--- config.mk ---
export PLATFORM = sky130hd
export DESIGN_NAME = vospi_slave
export DESIGN_NICKNAME = d
export VERILOG_FILES = /design/src/rtl/vospi_pkg.sv /design/src/rtl/vospi_slave_spi_sync_edge.sv /design/src/rtl/vospi_slave.sv
export SDC_FILE = /design/constraint.sdc
export NUM_CORES = 1
export LEC_CHECK = 0
export ABC_AREA = 1
export CAP_MARGIN = 10
export CORE_AREA = 2 2 106 108
export CTS_BUF_LIST = sky130_fd_sc_hd__clkbuf_8
export DETAILED_ROUTE_END_ITERATION = 16
export DIE_AREA = 0 0 108 110
export SETUP_SLACK_MARGIN = 0.5
export SYNTH_ARGS = -nofsm -noshare
export SYNTH_HDL_FRONTEND = slang
export SYNTH_SLANG_ARGS = --single-unit
--- constraint.sdc ---
create_clock -name clk -period 2.1 [get_ports clk]
set_input_delay 0.21 -clock clk [delete_from_list [all_inputs] [get_ports clk]]
set_output_delay 0.21 -clock clk [all_outputs]
set_load 0.02 [all_outputs]
--- src/rtl/vospi_pkg.sv ---
// vospi_pkg: shared constants, state encoding and header-byte helper for the
// VoSPI slave (sensor-side transmitter).
package vospi_pkg;

  localparam int          PKT_HDR_BYTES     = 4;
  localparam int          PAYLOAD_BYTES_DEF = 160;
  localparam int          LINES_DEF         = 60;
  localparam logic [15:0] DISCARD_ID_DEF    = 16'h0F00;
  // CRC checking is disabled on the link, so the field is a constant fill.
  localparam logic [15:0] CRC_FILL          = 16'h0000;

  localparam logic [1:0] ST_IDLE  = 2'd0;
  localparam logic [1:0] ST_LOAD  = 2'd1;
  localparam logic [1:0] ST_SHIFT = 2'd2;

  typedef enum logic [1:0] {
    IDLE  = ST_IDLE,
    LOAD  = ST_LOAD,
    SHIFT = ST_SHIFT
  } state_t;

  // Header bytes in wire order: ID[15:8], ID[7:0], CRC[15:8], CRC[7:0].
  function automatic logic [7:0] hdr_byte(input logic [15:0] id,
                                          input logic [1:0]  idx);
    case (idx)
      2'd0:    hdr_byte = id[15:8];
      2'd1:    hdr_byte = id[7:0];
      2'd2:    hdr_byte = CRC_FILL[15:8];
      default: hdr_byte = CRC_FILL[7:0];
    endcase
  endfunction

endpackage

--- src/rtl/vospi_slave_spi_sync_edge.sv ---
// spi_sync_edge: STAGES-deep synchroniser for an asynchronous SPI line plus
// one-clk rise/fall pulses in the clk domain.
// Ports: clk, rst (async high), i_async (raw line), o_rise / o_fall (pulses).
// Both SPI lines idle high (CPOL=1 clock, active-low select), so the chain
// resets to 1 and no spurious edge is seen when reset is released.
module spi_sync_edge #(
  parameter int   STAGES  = 2,
  parameter logic RST_VAL = 1'b1
) (
  input  logic clk,
  input  logic rst,
  input  logic i_async,
  output logic o_rise,
  output logic o_fall
);

  logic [STAGES-1:0] r_sync;
  logic              r_prev;

  always_ff @(posedge clk or posedge rst) begin
    if (rst) begin
      r_sync <= {STAGES{RST_VAL}};
      r_prev <= RST_VAL;
    end else begin
      r_sync <= {r_sync[STAGES-2:0], i_async};
      r_prev <= r_sync[STAGES-1];
    end
  end

  assign o_rise =  r_sync[STAGES-1] & ~r_prev;
  assign o_fall = ~r_sync[STAGES-1] &  r_prev;

endmodule

--- src/rtl/vospi_slave.sv ---
// vospi_slave: Lepton-side VoSPI transmitter. Serialises header + payload
// packets onto spi_miso (SPI mode 3, MSB first) for an external master.
// Ports:
//   clk, rst            system clock (>= 8x spi_clk), async active-high reset
//   spi_clk, spi_cs     master clock / active-low select (asynchronous)
//   spi_miso            serial data out
//   line_valid          sampled at packet start: video (1) or discard (0)
//   tx_data/tx_valid    upstream payload byte
//   tx_ready            pulse: payload byte consumed
//   pkt_num             number of the next video packet
//   frame_done          pulse after the last packet of a frame
//   underrun            pulse: payload byte needed but tx_valid low
//   pkt_abort           pulse: select released mid-packet
module vospi_slave
  import vospi_pkg::*;
#(
  parameter int          PAYLOAD_BYTES = PAYLOAD_BYTES_DEF,
  parameter int          LINES         = LINES_DEF,
  parameter logic [15:0] DISCARD_ID    = DISCARD_ID_DEF,
  parameter int          SYNC_STAGES   = 2
) (
  input  logic        clk,
  input  logic        rst,
  input  logic        spi_clk,
  input  logic        spi_cs,
  output logic        spi_miso,
  input  logic        line_valid,
  input  logic [7:0]  tx_data,
  input  logic        tx_valid,
  output logic        tx_ready,
  output logic [11:0] pkt_num,
  output logic        frame_done,
  output logic        underrun,
  output logic        pkt_abort
);

  localparam int                PKT_BYTES = PAYLOAD_BYTES + PKT_HDR_BYTES;
  localparam int                IDX_W     = $clog2(PKT_BYTES);
  localparam logic [IDX_W-1:0]  LAST_IDX  = IDX_W'(PKT_BYTES - 1);
  localparam logic [IDX_W-1:0]  FIRST_PAY = IDX_W'(PKT_HDR_BYTES);
  localparam logic [11:0]       LAST_LINE = 12'(LINES - 1);

  logic w_clk_rise, w_clk_fall, w_cs_rise, w_cs_fall;

  spi_sync_edge #(.STAGES(SYNC_STAGES), .RST_VAL(1'b1)) u_clk_sync (
    .clk(clk), .rst(rst), .i_async(spi_clk), .o_rise(w_clk_rise), .o_fall(w_clk_fall)
  );

  spi_sync_edge #(.STAGES(SYNC_STAGES), .RST_VAL(1'b1)) u_cs_sync (
    .clk(clk), .rst(rst), .i_async(spi_cs), .o_rise(w_cs_rise), .o_fall(w_cs_fall)
  );

  state_t           r_state;
  logic [7:0]       r_shift;
  logic [IDX_W-1:0] r_byte_idx;
  logic [2:0]       r_bit_cnt;
  logic             r_video;
  logic [15:0]      r_id;

  logic [15:0]      w_load_id;
  logic [IDX_W-1:0] w_next_idx;
  logic             w_next_pay;
  logic [7:0]       w_next_byte;

  assign w_load_id  = line_valid ? {4'h0, pkt_num} : DISCARD_ID;
  assign w_next_idx = r_byte_idx + 1'b1;
  assign w_next_pay = (w_next_idx >= FIRST_PAY);
  // Discard payload and underrun bytes go out as zero.
  assign w_next_byte = !w_next_pay          ? hdr_byte(r_id, w_next_idx[1:0]) :
                       (r_video && tx_valid) ? tx_data : 8'h00;

  always_ff @(posedge clk or posedge rst) begin
    if (rst) begin
      r_state    <= IDLE;
      r_shift    <= '0;
      r_byte_idx <= '0;
      r_bit_cnt  <= '0;
      r_video    <= 1'b0;
      r_id       <= '0;
      spi_miso   <= 1'b0;
      tx_ready   <= 1'b0;
      pkt_num    <= '0;
      frame_done <= 1'b0;
      underrun   <= 1'b0;
      pkt_abort  <= 1'b0;
    end else begin
      tx_ready   <= 1'b0;
      frame_done <= 1'b0;
      underrun   <= 1'b0;
      pkt_abort  <= 1'b0;
      case (r_state)
        IDLE: begin
          spi_miso   <= 1'b0;
          r_byte_idx <= '0;
          r_bit_cnt  <= '0;
          if (w_cs_fall) r_state <= LOAD;
        end
        LOAD: begin
          if (w_cs_rise) begin
            spi_miso <= 1'b0;
            r_state  <= IDLE;
          end else begin
            r_video  <= line_valid;
            r_id     <= w_load_id;
            r_shift  <= w_load_id[15:8];
            // MSB must be on the wire before the master's first rising edge.
            spi_miso <= w_load_id[15];
            r_state  <= SHIFT;
          end
        end
        SHIFT: begin
          // Select release has priority over any coincident clock edge.
          if (w_cs_rise) begin
            pkt_abort  <= (r_byte_idx != '0) || (r_bit_cnt != '0);
            spi_miso   <= 1'b0;
            r_byte_idx <= '0;
            r_bit_cnt  <= '0;
            r_state    <= IDLE;
          end else if (w_clk_rise) begin
            if (r_bit_cnt == 3'd7) begin
              r_bit_cnt <= '0;
              if (r_byte_idx == LAST_IDX) begin
                r_byte_idx <= '0;
                if (r_video) begin
                  if (pkt_num == LAST_LINE) begin
                    pkt_num    <= '0;
                    frame_done <= 1'b1;
                  end else begin
                    pkt_num <= pkt_num + 12'd1;
                  end
                end
                // Still in SHIFT means select is still low: chain the next packet.
                r_state <= LOAD;
              end else begin
                r_byte_idx <= w_next_idx;
                r_shift    <= w_next_byte;
                if (w_next_pay && r_video) begin
                  tx_ready <= 1'b1;
                  underrun <= ~tx_valid;
                end
              end
            end else begin
              r_bit_cnt <= r_bit_cnt + 3'd1;
            end
          end else if (w_clk_fall) begin
            spi_miso <= r_shift[3'd7 - r_bit_cnt];
          end
        end
        default: r_state <= IDLE;
      endcase
    end
  end

endmodule

# [After elaboration in Yosys (flattened, before gate mapping)]
# Cells that the tools add are included.
# Widths: inputs -> output; s select.
[totals] register_bits=61 latchBits=0 mem_bits_rw=0 mem_bits_ro=0 output_inout_bits=17 mem_count=0
[op_classes] add_sub_neg=4 n_mul=0 div=0 magnitude_cmp=2 eq_ne=17 shifts=0 mux=54 bitwise_logic=10 n_reduce_logical=17
[op_table] cell="$mux 8" count=11
[op_table] cell="$pmux 8 s2" count=3
[op_table] cell="$mux 1" count=25
[op_table] cell="$mux 12" count=2
[op_table] cell="$add 12x1->12 const B" count=1
[op_table] cell="$eq 12x6->1 const B" count=1
[op_table] cell="$mux 2" count=6
[op_table] cell="$reduce_and 6->1" count=2
[op_table] cell="$mux 3" count=3
[op_table] cell="$ne 3x2->1 const B" count=3
[op_table] cell="$add 8x1->8 const B" count=1
[op_table] cell="$eq 8x8->1 const B" count=1
[op_table] cell="$ge 8x3->1 const B" count=1
[op_table] cell="$ne 2x2->1 const B" count=4
[op_table] cell="$reduce_bool 8->1" count=1
[op_table] cell="$ne 3x1->1 const B" count=2
[op_table] cell="$not 1->1" count=6
[op_table] cell="$pmux 2 s3" count=1
[op_table] cell="$pmux 3 s2" count=1
[op_table] cell="$reduce_and 3->1" count=2
[op_table] cell="$reduce_bool 3->1" count=2
[op_table] cell="$and 1x1->1" count=4
[op_table] cell="$eq 2x1->1 const B" count=2
[op_table] cell="$logic_not 2->1" count=2
[op_table] cell="other kinds (13)" count=17

# [Longest topological paths before layout]
[depth] ltp_word=9 depth_mapped=13 depth_no_buf=12

# [By module]
# A second synthesis with hierarchy kept.
[hier_totals] cells_unflattened=390 area_unflattened_um2=3148.0
[by_module_without_submodules] module="vospi_slave" instances=1 cells_each=374 area_each_um2=2952.8
[by_module_without_submodules] module="spi_sync_edge" instances=2 cells_each=8 area_each_um2=97.6

# [Least setup slack after synthesis]
# No wires, ideal clock.
[synth_timing] kind="register -> register" from="reg r_bit_cnt[0]" to="reg r_shift[0]" setup_ns=0.122 arrival_time_ns=1.506 required_ns=1.978 slack_ns=0.473 path_stages_with_launch=11 n_path_buf=1 cell_sequence="dfrtp_1 ha_1 ha_1 inv_1 nor2_1 nand2_2 nand2_4 o21ai_2 buf_6 a21oi_1 a21oi_2"
[synth_between] elab_chain_cells=3
[synth_lines] element="start, declared" line="vospi_slave.sv:56" text="logic [2:0] r_bit_cnt;"
[synth_lines] element="start signal, assigned" line="vospi_slave.sv:143" text="r_bit_cnt <= r_bit_cnt + 3'd1;"
[synth_lines] element="$eq 3x3->1" line="vospi_slave.sv:120" text="if (r_bit_cnt == 3'd7) begin"
[synth_lines] element="$ne 2x2->1 (no source line)"
[synth_lines] element="$reduce_and 6->1 (no source line)"
[synth_lines] element="end signal, assigned" line="vospi_slave.sv:105" text="r_shift <= w_load_id[15:8];"
[synth_lines] element="end signal, assigned" line="vospi_slave.sv:136" text="r_shift <= w_next_byte;"
[synth_lines] element="end, declared" line="vospi_slave.sv:54" text="logic [7:0] r_shift;"
# Every way passes these cells.
# A chain may end at the register's enable or synchronous reset.

# [Worst setup path in the final report]
[layout_timing] from="reg r_byte_idx[0]" to="reg r_shift[7]"
[layout_between] elab_chain_cells=9 elab_cells_between_ends=14 classes_between="add/sub (1); order compare (1); eq/ne (3); mux (7); reduce/logical (2)"
[layout_lines] element="start, declared" line="vospi_slave.sv:55" text="logic [IDX_W-1:0] r_byte_idx;"
[layout_lines] element="start signal, assigned" line="vospi_slave.sv:135" text="r_byte_idx <= w_next_idx;"
[layout_lines] element="parallel branches: the longest is 9 deep, another holds $add 8x1->8"
# Several ways; the timed one is not identified. The select of a mux whose other input is x is not followed.

==> impl_metrics.py <==
metrics = {
    "run_status": {
        "status": "finished clean",
    },
    "timing": {
        "fin_skew_ns": 0.009990,
        "relSlewSlack_pct": 71.33,
        "fin_crit_sh_pct": 79.30,
        "tightestPinTransition_ns": 0.4294,
        "fin_crit_ns": 1.665,
        "max_freq_ghz": 0.6005,
        "final-setup-viol-count": 0,
        "hold_viol_final": 0,
        "drv_slew": 0,
        "fin_setup_tns_ns": 0,
        "rsz0062_at_grt": "yes",
    },
    "worst_setup_path": {
        "cp-start-kind": "flip-flop",
        "worstSetupEndpointType": "flip-flop",
        "crit_fanout": 6,
        "worstPathArrival_ns": 1.90,
        "crit_required_ns": 2.33,
        "worst-setup-path-type": "flip-flop to flip-flop",
    },
    "die": {
        "core_area_um2": 10700,
        "die_x_um": 108,
        "dieArea_um2": 11880,
        "row_count": 38,
        "die_height_um": 110,
        "initial_core_util_pct": 29.61,
        "ios": 31,
    },
    "finish": {
        "num-nets-final": 475,
        "diodes": 0,
        "layout-drive-gt1-share_pct": 32.68,
        "synthToLayoutAreaGrowth_pct": 37.99,
        "filler_cell_count": 1065,
        "final_cell_count_no_fill": 599,
    },
    "logic_synthesis": {
        "async_reset_ff_share_pct": 100.0,
        "yosys_warnings": 0,
        "ys.flop_type": "dfrtp_1",
        "synthesis.nets": 415,
        "yosysTopAreaCell": "dfrtp_1",
        "syn_area_um2": 3168,
        "synth_most_common_cell": "nand2_1",
        "avgSynthCellArea_um2": 8.041,
        "syn-instance-count": 394,
        "synth_enable_flop_cells": 0,
        "seq_area_frac_synth_pct": 45.26,
        "synth_seq_cells": 57,
        "ys_types": 37,
        "yosys-top-cells-count": "nand2_1 (86), inv_1 (55), dfrtp_1 (51), nand3_1 (30), o21ai_0 (25)",
        "synth_area_leaders": "dfrtp_1 (40%), nand2_1 (10%), inv_1 (6.5%)",
        "synth_top_area_share_pct": 40.28,
    },
    "global_route": {
        "grt_usage_pct": 14.84,
        "grt_max_degree": 40,
        "grt_pass1_vias": 2872,
        "grt_pass1_wl_um": 13790,
        "antenna_found_initial": 0,
        "grt_overflow": 0,
    },
    "power": {
        "peakVddDrop_mv": 0.3207,
        "p_per_area_nw_per_um2": 854.1,
        "p_leak_uw": 0.001966,
    },
    "place": {
        "dpl.hpwl_um": 5805,
        "dp_cells": 560,
        "gp_congestion": 0.9029,
        "port_buffers": 30,
    },
    "cts": {
        "numCtsBuffers": 9,
        "clk_latency_ns": 0.34,
        "clk_pin_slew_ns": 0.07,
        "cts_tree": "done",
        "cts-htree-levels": 3,
        "cts_root_buf": "clkbuf_8",
        "clk_path_buf_depth": 2,
        "numClockSinks": 57,
    },
    "drt": {
        "vias": 2918,
        "dr.pass1.iters": 5,
        "ant_nets": 0,
        "drtIter0Drc": 174,
        "via_per_inst": 4.871,
        "drt_wl_total_um": 8568,
        "wl_per_cell_um": 14.30,
        "drc": 0,
    },
    "worst_hold_path": {
        "min_path_type": "input port to async pin",
    },
    "flow_run": {
        "maxCapViolCount": 0,
    },
}
per-stage QoR:
stage	util (%)	setup WS (ns)	total power [uW]	hold WS (ns)	cell area (um^2)
after global placement	33.94	0.3420	2311	0.3467	3631
after global routing	40.87	0.3529	3976	0.2294	4372
final	40.87	0.4348	3734	0.1856	4372
after CTS	37.27	0.4228	3531	0.1983	3988
after floorplan	-	0.4727	2084	0.2145	3171
after detailed placement	33.94	0.2594	2335	0.3475	3631
what timing repair did:
action | 4_1_cts | 5_1_grt
buffers inserted | 8 | 11
hold buffers | 0 | 0
resized for setup | 34 | 75
gates cloned | 1 | 3
endpoints found under the setup margin | 43 | 42
pin swaps | 3 | 18
kinds of logic (layout without fill, tap and decap cells):
group                    after synthesis  count (layout)  share of synthesized area, %
adder cells (fa/ha/maj)                7               7                         2.764
buffers and inverters                 68             131                         8.965
AO/OA/AOI/OAI                         71              72                         12.76
AND/OR/NAND/NOR                      183             184                         28.04
XOR/XNOR                               8               8                         2.212
flip-flops                            57              57                         45.26
worst max-delay path: stages, from the launching register on:
cell	delay (ns)
dfrtp_2	0.43
ha_4	0.21
nand3_4	0.11
o21ai_2	0.15
nand2_2	0.11
nor2_4	0.18
nand2_4	0.12
inv_4	0.09
o21ai_1	0.06
nand2_1	0.06
nand2_1	0.05
power by group:
| group | leakage (uW) | switching [uW] | total (uW) | internal [uW] |
|---|---|---|---|---|
| Sequential | 0.000743 | 108 | 1360 | 1250 |
| Clock | 0.000115 | 428 | 1060 | 634 |
| Combinational | 0.00111 | 828 | 1320 | 487 |
layout make-up:
type	instances	area (um^2)	area share (%)
clock inverter	4	42.54	0.9731
sequential	57	1441	32.97
multi-input combinational	271	1813	41.47
timing repair inverter	1	7.507	0.1717
clock buffer	12	165.2	3.778
tap	140	175.2	4.007
timing repair buffer	54	489.2	11.19
inverter	60	237.7	5.438
per-layer routing:
layer	up-vias	wire length (um)	GRT usage, %
met1	1405	3893	19.89
met5	-	0	0
met2	79	4112	23.18
met4	0	107	3.938
li1	1421	-	-
met3	13	455	4.821
worst paths after layout:
kind	slack [ns]	cells past startpoint	to	from
min	0.19	2	r_byte_idx[5]	rst
max in group asynchronous	1.36	3	pkt_num[0]	rst
max reg2reg	0.43	10	r_shift[7]	r_byte_idx[0]
min reg2reg	0.35	0	u_clk_sync.r_sync[1]	u_clk_sync.r_sync[0]
min in group clk	0.28	1	u_clk_sync.r_sync[0]	spi_clk
max	0.43	10	r_shift[7]	r_byte_idx[0]
sequential cells by signal (all words and copies together), names as in the netlist, 2 cells and up:
register and count:
pkt_num 12, r_byte_idx 8, r_id 12, r_state 2, r_bit_cnt 3, u_cs_sync.r_sync 2
u_clk_sync.r_sync 2, r_shift 8
placed cells by master (no fill, tap or decap), drive strengths merged, types with 13 or more instances in the layout:
cell type,n
a21oi,15
buf,24
clkdlybuf4s50,18
dfrtp,51
inv,60
nand2,99
nand3,35
nor2,23
o21ai,41
o22ai,13
Note: power is estimated with default switching activity, not from simulation.
